<file path="src/rtl/sram_bus_arbiter.sv">
// Two-master arbiter sharing one SRAM-like bus between fetch (inst) and memory stage (data).
// Optional performance counters are compiled in with ARB_PERF_CNT_EN.
module sram_bus_arbiter #(
  parameter int STARVE_LIMIT = 4,
  parameter int CNT_W        = 4
) (
  input  logic        clk,
  input  logic        reset,
  input  logic        inst_req,
  input  logic [31:0] inst_addr,
  output logic        inst_addr_ok,
  output logic        inst_data_ok,
  output logic [31:0] inst_rdata,
  input  logic        data_req,
  input  logic        data_wr,
  input  logic [1:0]  data_size,
  input  logic [3:0]  data_wstrb,
  input  logic [31:0] data_addr,
  input  logic [31:0] data_wdata,
  output logic        data_addr_ok,
  output logic        data_data_ok,
  output logic [31:0] data_rdata,
  output logic        mem_stall,
  output logic        bus_req,
  output logic        bus_wr,
  output logic [1:0]  bus_size,
  output logic [3:0]  bus_wstrb,
  output logic [31:0] bus_addr,
  output logic [31:0] bus_wdata,
  input  logic [31:0] bus_rdata,
  input  logic        bus_addr_ok,
  input  logic        bus_data_ok,
  output logic [31:0] perf_inst_grants,
  output logic [31:0] perf_data_grants,
  output logic [31:0] perf_conflicts
);

  typedef enum logic [1:0] {IDLE, ADDR, DATA} state_t;

  state_t             state_reg, state_next;
  logic               owner_reg, owner_next;  // 1 = data side owns the bus
  logic               wr_reg, wr_next;
  logic [1:0]         size_reg, size_next;
  logic [3:0]         wstrb_reg, wstrb_next;
  logic [31:0]        addr_reg, addr_next;
  logic [31:0]        wdata_reg, wdata_next;
  logic [CNT_W-1:0]   starve_cnt_reg, starve_cnt_next;

  logic at_limit;
  logic conflict;
  logic grant_data;
  logic grant_inst;
  logic resp;

  assign at_limit   = (starve_cnt_reg == CNT_W'(STARVE_LIMIT));
  assign conflict   = (state_reg == IDLE) && inst_req && data_req;
  assign grant_data = (state_reg == IDLE) && data_req && !(inst_req && at_limit);
  assign grant_inst = (state_reg == IDLE) && inst_req && !grant_data;

  always_ff @(posedge clk) begin
    if (reset) begin
      state_reg      <= IDLE;
      owner_reg      <= 1'b0;
      wr_reg         <= 1'b0;
      size_reg       <= 2'd0;
      wstrb_reg      <= 4'd0;
      addr_reg       <= 32'd0;
      wdata_reg      <= 32'd0;
      starve_cnt_reg <= '0;
    end else begin
      state_reg      <= state_next;
      owner_reg      <= owner_next;
      wr_reg         <= wr_next;
      size_reg       <= size_next;
      wstrb_reg      <= wstrb_next;
      addr_reg       <= addr_next;
      wdata_reg      <= wdata_next;
      starve_cnt_reg <= starve_cnt_next;
    end
  end

  always_comb begin
    state_next      = state_reg;
    owner_next      = owner_reg;
    wr_next         = wr_reg;
    size_next       = size_reg;
    wstrb_next      = wstrb_reg;
    addr_next       = addr_reg;
    wdata_next      = wdata_reg;
    starve_cnt_next = starve_cnt_reg;
    resp            = 1'b0;
    inst_addr_ok    = 1'b0;
    inst_data_ok    = 1'b0;
    inst_rdata      = 32'd0;
    data_addr_ok    = 1'b0;
    data_data_ok    = 1'b0;
    data_rdata      = 32'd0;
    bus_req         = 1'b0;
    bus_wr          = 1'b0;
    bus_size        = 2'd0;
    bus_wstrb       = 4'd0;
    bus_addr        = 32'd0;
    bus_wdata       = 32'd0;

    case (state_reg)
      IDLE: begin
        if (grant_data) begin
          state_next = ADDR;
          owner_next = 1'b1;
          wr_next    = data_wr;
          size_next  = data_size;
          wstrb_next = data_wstrb;
          addr_next  = data_addr;
          wdata_next = data_wdata;
          if (conflict) starve_cnt_next = starve_cnt_reg + 1'b1;
        end else if (grant_inst) begin
          state_next      = ADDR;
          owner_next      = 1'b0;
          wr_next         = 1'b0;
          size_next       = 2'd2;
          wstrb_next      = 4'd0;
          addr_next       = inst_addr;
          wdata_next      = 32'd0;
          starve_cnt_next = '0;
        end
      end
      ADDR: begin
        bus_req   = 1'b1;
        bus_wr    = wr_reg;
        bus_size  = size_reg;
        bus_wstrb = wstrb_reg;
        bus_addr  = addr_reg;
        bus_wdata = wdata_reg;
        if (bus_addr_ok) begin
          data_addr_ok = owner_reg;
          inst_addr_ok = !owner_reg;
          // A same-cycle slave completes the whole transaction here.
          if (bus_data_ok) begin
            resp       = 1'b1;
            state_next = IDLE;
          end else begin
            state_next = DATA;
          end
        end
      end
      DATA: begin
        if (bus_data_ok) begin
          resp       = 1'b1;
          state_next = IDLE;
        end
      end
      default: state_next = IDLE;
    endcase

    if (resp) begin
      data_data_ok = owner_reg;
      inst_data_ok = !owner_reg;
      data_rdata   = owner_reg ? bus_rdata : 32'd0;
      inst_rdata   = owner_reg ? 32'd0 : bus_rdata;
    end

    mem_stall = (data_req || (owner_reg && (state_reg != IDLE))) && !data_data_ok;
  end

`ifdef ARB_PERF_CNT_EN
  logic [31:0] perf_inst_reg;
  logic [31:0] perf_data_reg;
  logic [31:0] perf_conf_reg;

  always_ff @(posedge clk) begin
    if (reset) begin
      perf_inst_reg <= 32'd0;
      perf_data_reg <= 32'd0;
      perf_conf_reg <= 32'd0;
    end else begin
      if (grant_inst) perf_inst_reg <= perf_inst_reg + 32'd1;
      if (grant_data) perf_data_reg <= perf_data_reg + 32'd1;
      if (conflict)   perf_conf_reg <= perf_conf_reg + 32'd1;
    end
  end

  assign perf_inst_grants = perf_inst_reg;
  assign perf_data_grants = perf_data_reg;
  assign perf_conflicts   = perf_conf_reg;
`else
  assign perf_inst_grants = 32'd0;
  assign perf_data_grants = 32'd0;
  assign perf_conflicts   = 32'd0;
`endif

endmodule

</file>
<file path="config.mk">
export PLATFORM = sky130hd
export DESIGN_NAME = sram_bus_arbiter
export DESIGN_NICKNAME = d
export VERILOG_FILES = /design/src/rtl/sram_bus_arbiter.sv
export SDC_FILE = /design/constraint.sdc
export NUM_CORES = 1
export LEC_CHECK = 0
export ABC_AREA = 1
export CAP_MARGIN = 20
export CORE_AREA = 2 2 148 150
export DETAILED_ROUTE_END_ITERATION = 6
export DIE_AREA = 0 0 150 152
export DONT_BUFFER_PORTS = 1
export SLEW_MARGIN = 15
export SYNTH_ARGS = -nofsm -noshare
export SYNTH_HDL_FRONTEND = slang
export SYNTH_SLANG_ARGS = --single-unit
</file>
<file path="constraint.sdc">
create_clock -name clk -period 1.8 [get_ports clk]
set_input_delay 0.36 -clock clk [delete_from_list [all_inputs] [get_ports clk]]
set_output_delay 0.36 -clock clk [all_outputs]
set_load 0.02 [all_outputs]
</file>
Word-level counts from Yosys, hierarchy flattened
Index checks and enable logic that the tools add are counted.

operators by class
  reduce and logical (&&, ||, !) cells = 19
  multiplexer cells = 38
  eq/ne operators = 7
  add/subtract/negate cells = 1

operators by type and width
  operator             number
  $mux 32              10
  $mux 4               5
  $mux 2               8
  $mux 1               13
  $logic_and 1x1->1    8
  $ne 2x2->1 const B   3
  $pmux 2 s3           1
  $reduce_and 3->1     2
  $add 4x1->4 const B  1
  $eq 4x3->1 const B   1
  $logic_not 1->1      4
  $reduce_bool 2->1    2
  $ne 3x3->1 const B   1
  $eq 2x1->1 const B   1
  $eq 2x2->1 const B   1
  $logic_not 2->1      1
  $pmux 1 s2           1
  $reduce_and 2->1     1
  $logic_or 1x1->1     1

word-level totals
  register bits after elaboration = 78
  output and inout port bits = 237
  word-level logic and storage cells = 73

Longest topological paths before layout
Gate-level depths: netlist of run 1.

  depth in word-level cells = 9
  depth in mapped cells = 11

Least setup slack after synthesis of run 1
OpenSTA, ideal clock, no wires.

  path type = register to output
  start point = reg state_reg[1]
  end point = out data_rdata[22]
  cell stages (with the launch flop) = 8
  data arrival time = 1.618 ns
  slack = -0.178 ns
  path through = dfxtp_1 -> inv_1 -> ha_1 -> nand2_1 -> a21oi_1 -> nand2_1 -> clkbuf_1 -> nor2_1

between the ends
  word-level cells in the longest chain between the ends = 3

RTL lines
  what                                             line  source
  from (decl)                                      40    state_t state_reg, state_next;
  from (signal assigned)                           71    state_reg <= state_next;
  $eq 2x2->1 / $eq 2x1->1 (equally long branches)  105   case (state_reg)
  $pmux 1 s2 (*)                                   105
  $mux 32 (*)                                      155   if (resp) begin
  to (decl)                                        22    output logic [31:0] data_rdata,

Every way passes the cells marked *; elsewhere a longest branch is shown, timed or not.

Final worst setup path of run 1
  start point = reg state_reg[1]
  end point = out data_rdata[21]

The elaborated chain is that of the path after synthesis.

==> results of run 1 <==
worst min path at each step:
stage / end / from / cells past startpoint / slack (ns)
floorplan: size_reg[0] / size_reg[0] / 2 / 0.44
global placement: wdata_reg[20] / reset / 1 / 0.43
detailed placement: wdata_reg[20] / reset / 1 / 0.43
CTS: wdata_reg[21] / reset / 1 / 0.06
global route: wdata_reg[21] / reset / 1 / 0.06
finish: wdata_reg[21] / reset / 1 / 0.08
repair_timing:
| item | in CTS | in global routing |
|---|---|---|
| cloned | 7 | 5 |
| setup buffers | 8 | 4 |
| gates resized for setup | 141 | 152 |
| pin swaps | 8 | 23 |
| setup endpoints to repair | 136 | 140 |
worst register-to-register path, stage by stage (launching register included):
cell and delay [ns]:
dfxtp_1 0.35, inv_1 0.08, ha_1 0.19, nand2_1 0.07
inv_2 0.04, nand2_4 0.09, nand2_4 0.24, nand2_1 0.15
nand3_1 0.11, nand2_1 0.08, inv_1 0.03
power by group:
group	switching (mW)	leakage [nW]	internal [mW]
combinational	2.80	3.13	1.84
clock	0.762	0.154	1.25
sequential	0.305	0.643	2.13
total	3.86	3.93	5.23
cell families after synthesis:
| family | Yosys count | synth area share (%) |
|---|---|---|
| adder cells (fa/ha/maj) | 6 | 1.43 |
| flip-flops | 78 | 29.7 |
| other | 1 | 0.0713 |
| buffers and inverters | 302 | 29.6 |
| XOR/XNOR | 2 | 0.333 |
| AO/OA/AOI/OAI | 80 | 9.21 |
| AND/OR/NAND/NOR | 373 | 29.6 |
cells in the mapped netlist (3+ instances only):
cell type | number | area, sq um
nand2_1 | 187 | 702
inv_1 | 153 | 574
nand3_1 | 105 | 526
buf_4 | 101 | 758
dfxtp_1 | 78 | 1560
nor2_1 | 75 | 282
a21oi_1 | 42 | 210
o21a_1 | 32 | 240
clkbuf_1 | 23 | 86.3
buf_2 | 18 | 90.1
ha_1 | 6 | 75.1
inv_2 | 4 | 15.0
o21ai_0 | 4 | 20.0
buf_6 | 3 | 33.8
per-stage QoR:
stage	area (sq um)	std cells	util, %	total power, mW	hold WS, ns
2_1_floorplan	5830	937	-	4.97	0.444
3_3_place_gp	5800	1134	27.2	5.57	0.433
3_5_place_dp	5800	1134	27.2	5.59	0.434
4_1_cts	6700	1165	31.4	8.53	0.0609
5_1_grt	7220	1172	33.8	9.72	0.0600
6_report	7220	1172	33.8	9.09	0.0834
per-layer routing:
metal	up-vias	track usage, %	wire, um
met3	17	3.60	1080
li1	2428	-	-
met4	0	4.36	318
met1	2312	14.8	6660
met5	-	0	0
met2	201	23.9	8420
layout make-up:
| cell class | instances | area, sq um |
|---|---|---|
| Fill cell | 2277 | 14100 |
| Multi-Input combinational cell | 557 | 3140 |
| Sequential cell | 78 | 1560 |
| Timing Repair Buffer | 84 | 1130 |
| Inverter | 157 | 709 |
| Tap cell | 280 | 350 |
| Clock buffer | 10 | 239 |
| Clock inverter | 6 | 85.1 |
==> run metrics, run 1 <==
run status=finished with violations; failing checks=setup timing; Synth Instances=between 800 and 900; prevailing post-synth register cell=dfxtp_1; final setup violating endpoints=around 100; Slew Limit Fails=0; Stages on worst setup path=9; PD cells=1260 nW/um^2; setup slack, reg-to-reg=around 0.26 ns; clock sink count=78; DRC Markers=0; hold_buf cts=0; layout cell share with drive strength beyond 1=a little under a third; ANT nets after route=0; CP arrival=between 1.5 and 2 ns; Clk pin slew, worst setup/hold paths=approximately 0.060 ns; drt first pass iters=4; final worst path period need=about 2.1 ns; total number of vias=4958; cell leakage power=about 3.9 nW; row count=54; pin count of the biggest net entering global routing=a little over 50; FFs w/ async S/R, synth=0%; CP Max Fanout=6; CTS Buf Count=9; crit path launch type=flop; vias in the first global route=about 4500; gr usage total=between 10% and 20%; synthesized area=5260 sq um; H-tree levels=3; Setup Skew=roughly 0.0053 ns; Ports=378; die footprint=approximately 23000 sq um; largest delay contributor family on the critical path=buffers and inverters; Most common cell on crit path=nand2_4; Buf/Inv on CP=4; f_max=0.469 GHz; pre-CTS WS=-0.100 ns; worst setup path start=state_reg[1]; initial core utilization=~25%; reg2reg start=starve_cnt_reg[0]; register area share after synthesis=just under 30%; CP required=~1.4 ns; max incr delay on CP=0.35 ns; most frequent cells in the layout=nand2_1 (145), nand3_1 (105), conb_1 (96); FF-to-FF End=addr_reg[12]; DRT Wirelength=about 16 mm; CP max stage cell=dfxtp_2; WS Path Type=reg2out; Port Buf Inserts=0; number of flops mapped to enable cells by yosys=0; die width=~150 um; total gr overflow=0; synthesized flop and latch total=between 70 and 80; RSZ-0062 raised after global routing=yes; Hold Crit Class=in2reg; initial DRC count=190; CTS tree=done; crit-path cells=inv_4, ha_4, nand2_4, a21oi_4, nand2_4, buf_12, buf_8, nor2_4, buf_6; vias per cell=approximately 4.2; area grow syn2layout=37.4%; crit end category=output port; depth of the most critical reg-to-reg path=10; setup_tns=-20.84 ns; Ant. Diodes=0; Max VDD drop=between 0.4 and 0.5 mV; GPL Wtd Cong=about 0.74; Mean Syn Cell Area=6.24 sq um; commonest non-fill, non-tap cell in the layout=nand2_1; Avg WL per Cell=14.1 um; Root Driver=clkbuf_16; distinct cell type count after synthesis=23; PnR worst setup slack=-0.334 ns; final count of hold timing violations=0; Syn. warnings=0; crit path capture=data_rdata[21]; die height=approximately 150 um; Tcrit/Tclk final=119%; core area=between 20000 and 25000 sq um; first-pass GRT wire length=roughly 24 mm; DP HPWL=around 11 mm; nets=approximately 1000; initial antenna violation count=0; CTS Buffer Depth=2; Skew-Pair Late Insertion Delay=around 0.34 ns; max cap viols=0
No activity file was read; power rests on OpenSTA's default activity.
==> inputs of run 2 (changes only) <==
--- a/config.mk
+++ b/config.mk
@@ -6,7 +6,7 @@
 export NUM_CORES = 1
 export LEC_CHECK = 0
 export ABC_AREA = 1
-export CAP_MARGIN = 20
+export CAP_MARGIN = 40
 export CORE_AREA = 2 2 148 150
 export DETAILED_ROUTE_END_ITERATION = 6
 export DIE_AREA = 0 0 150 152
==> results of run 2 <==
Final layout, timing and power as in run 1 (identical DEF).
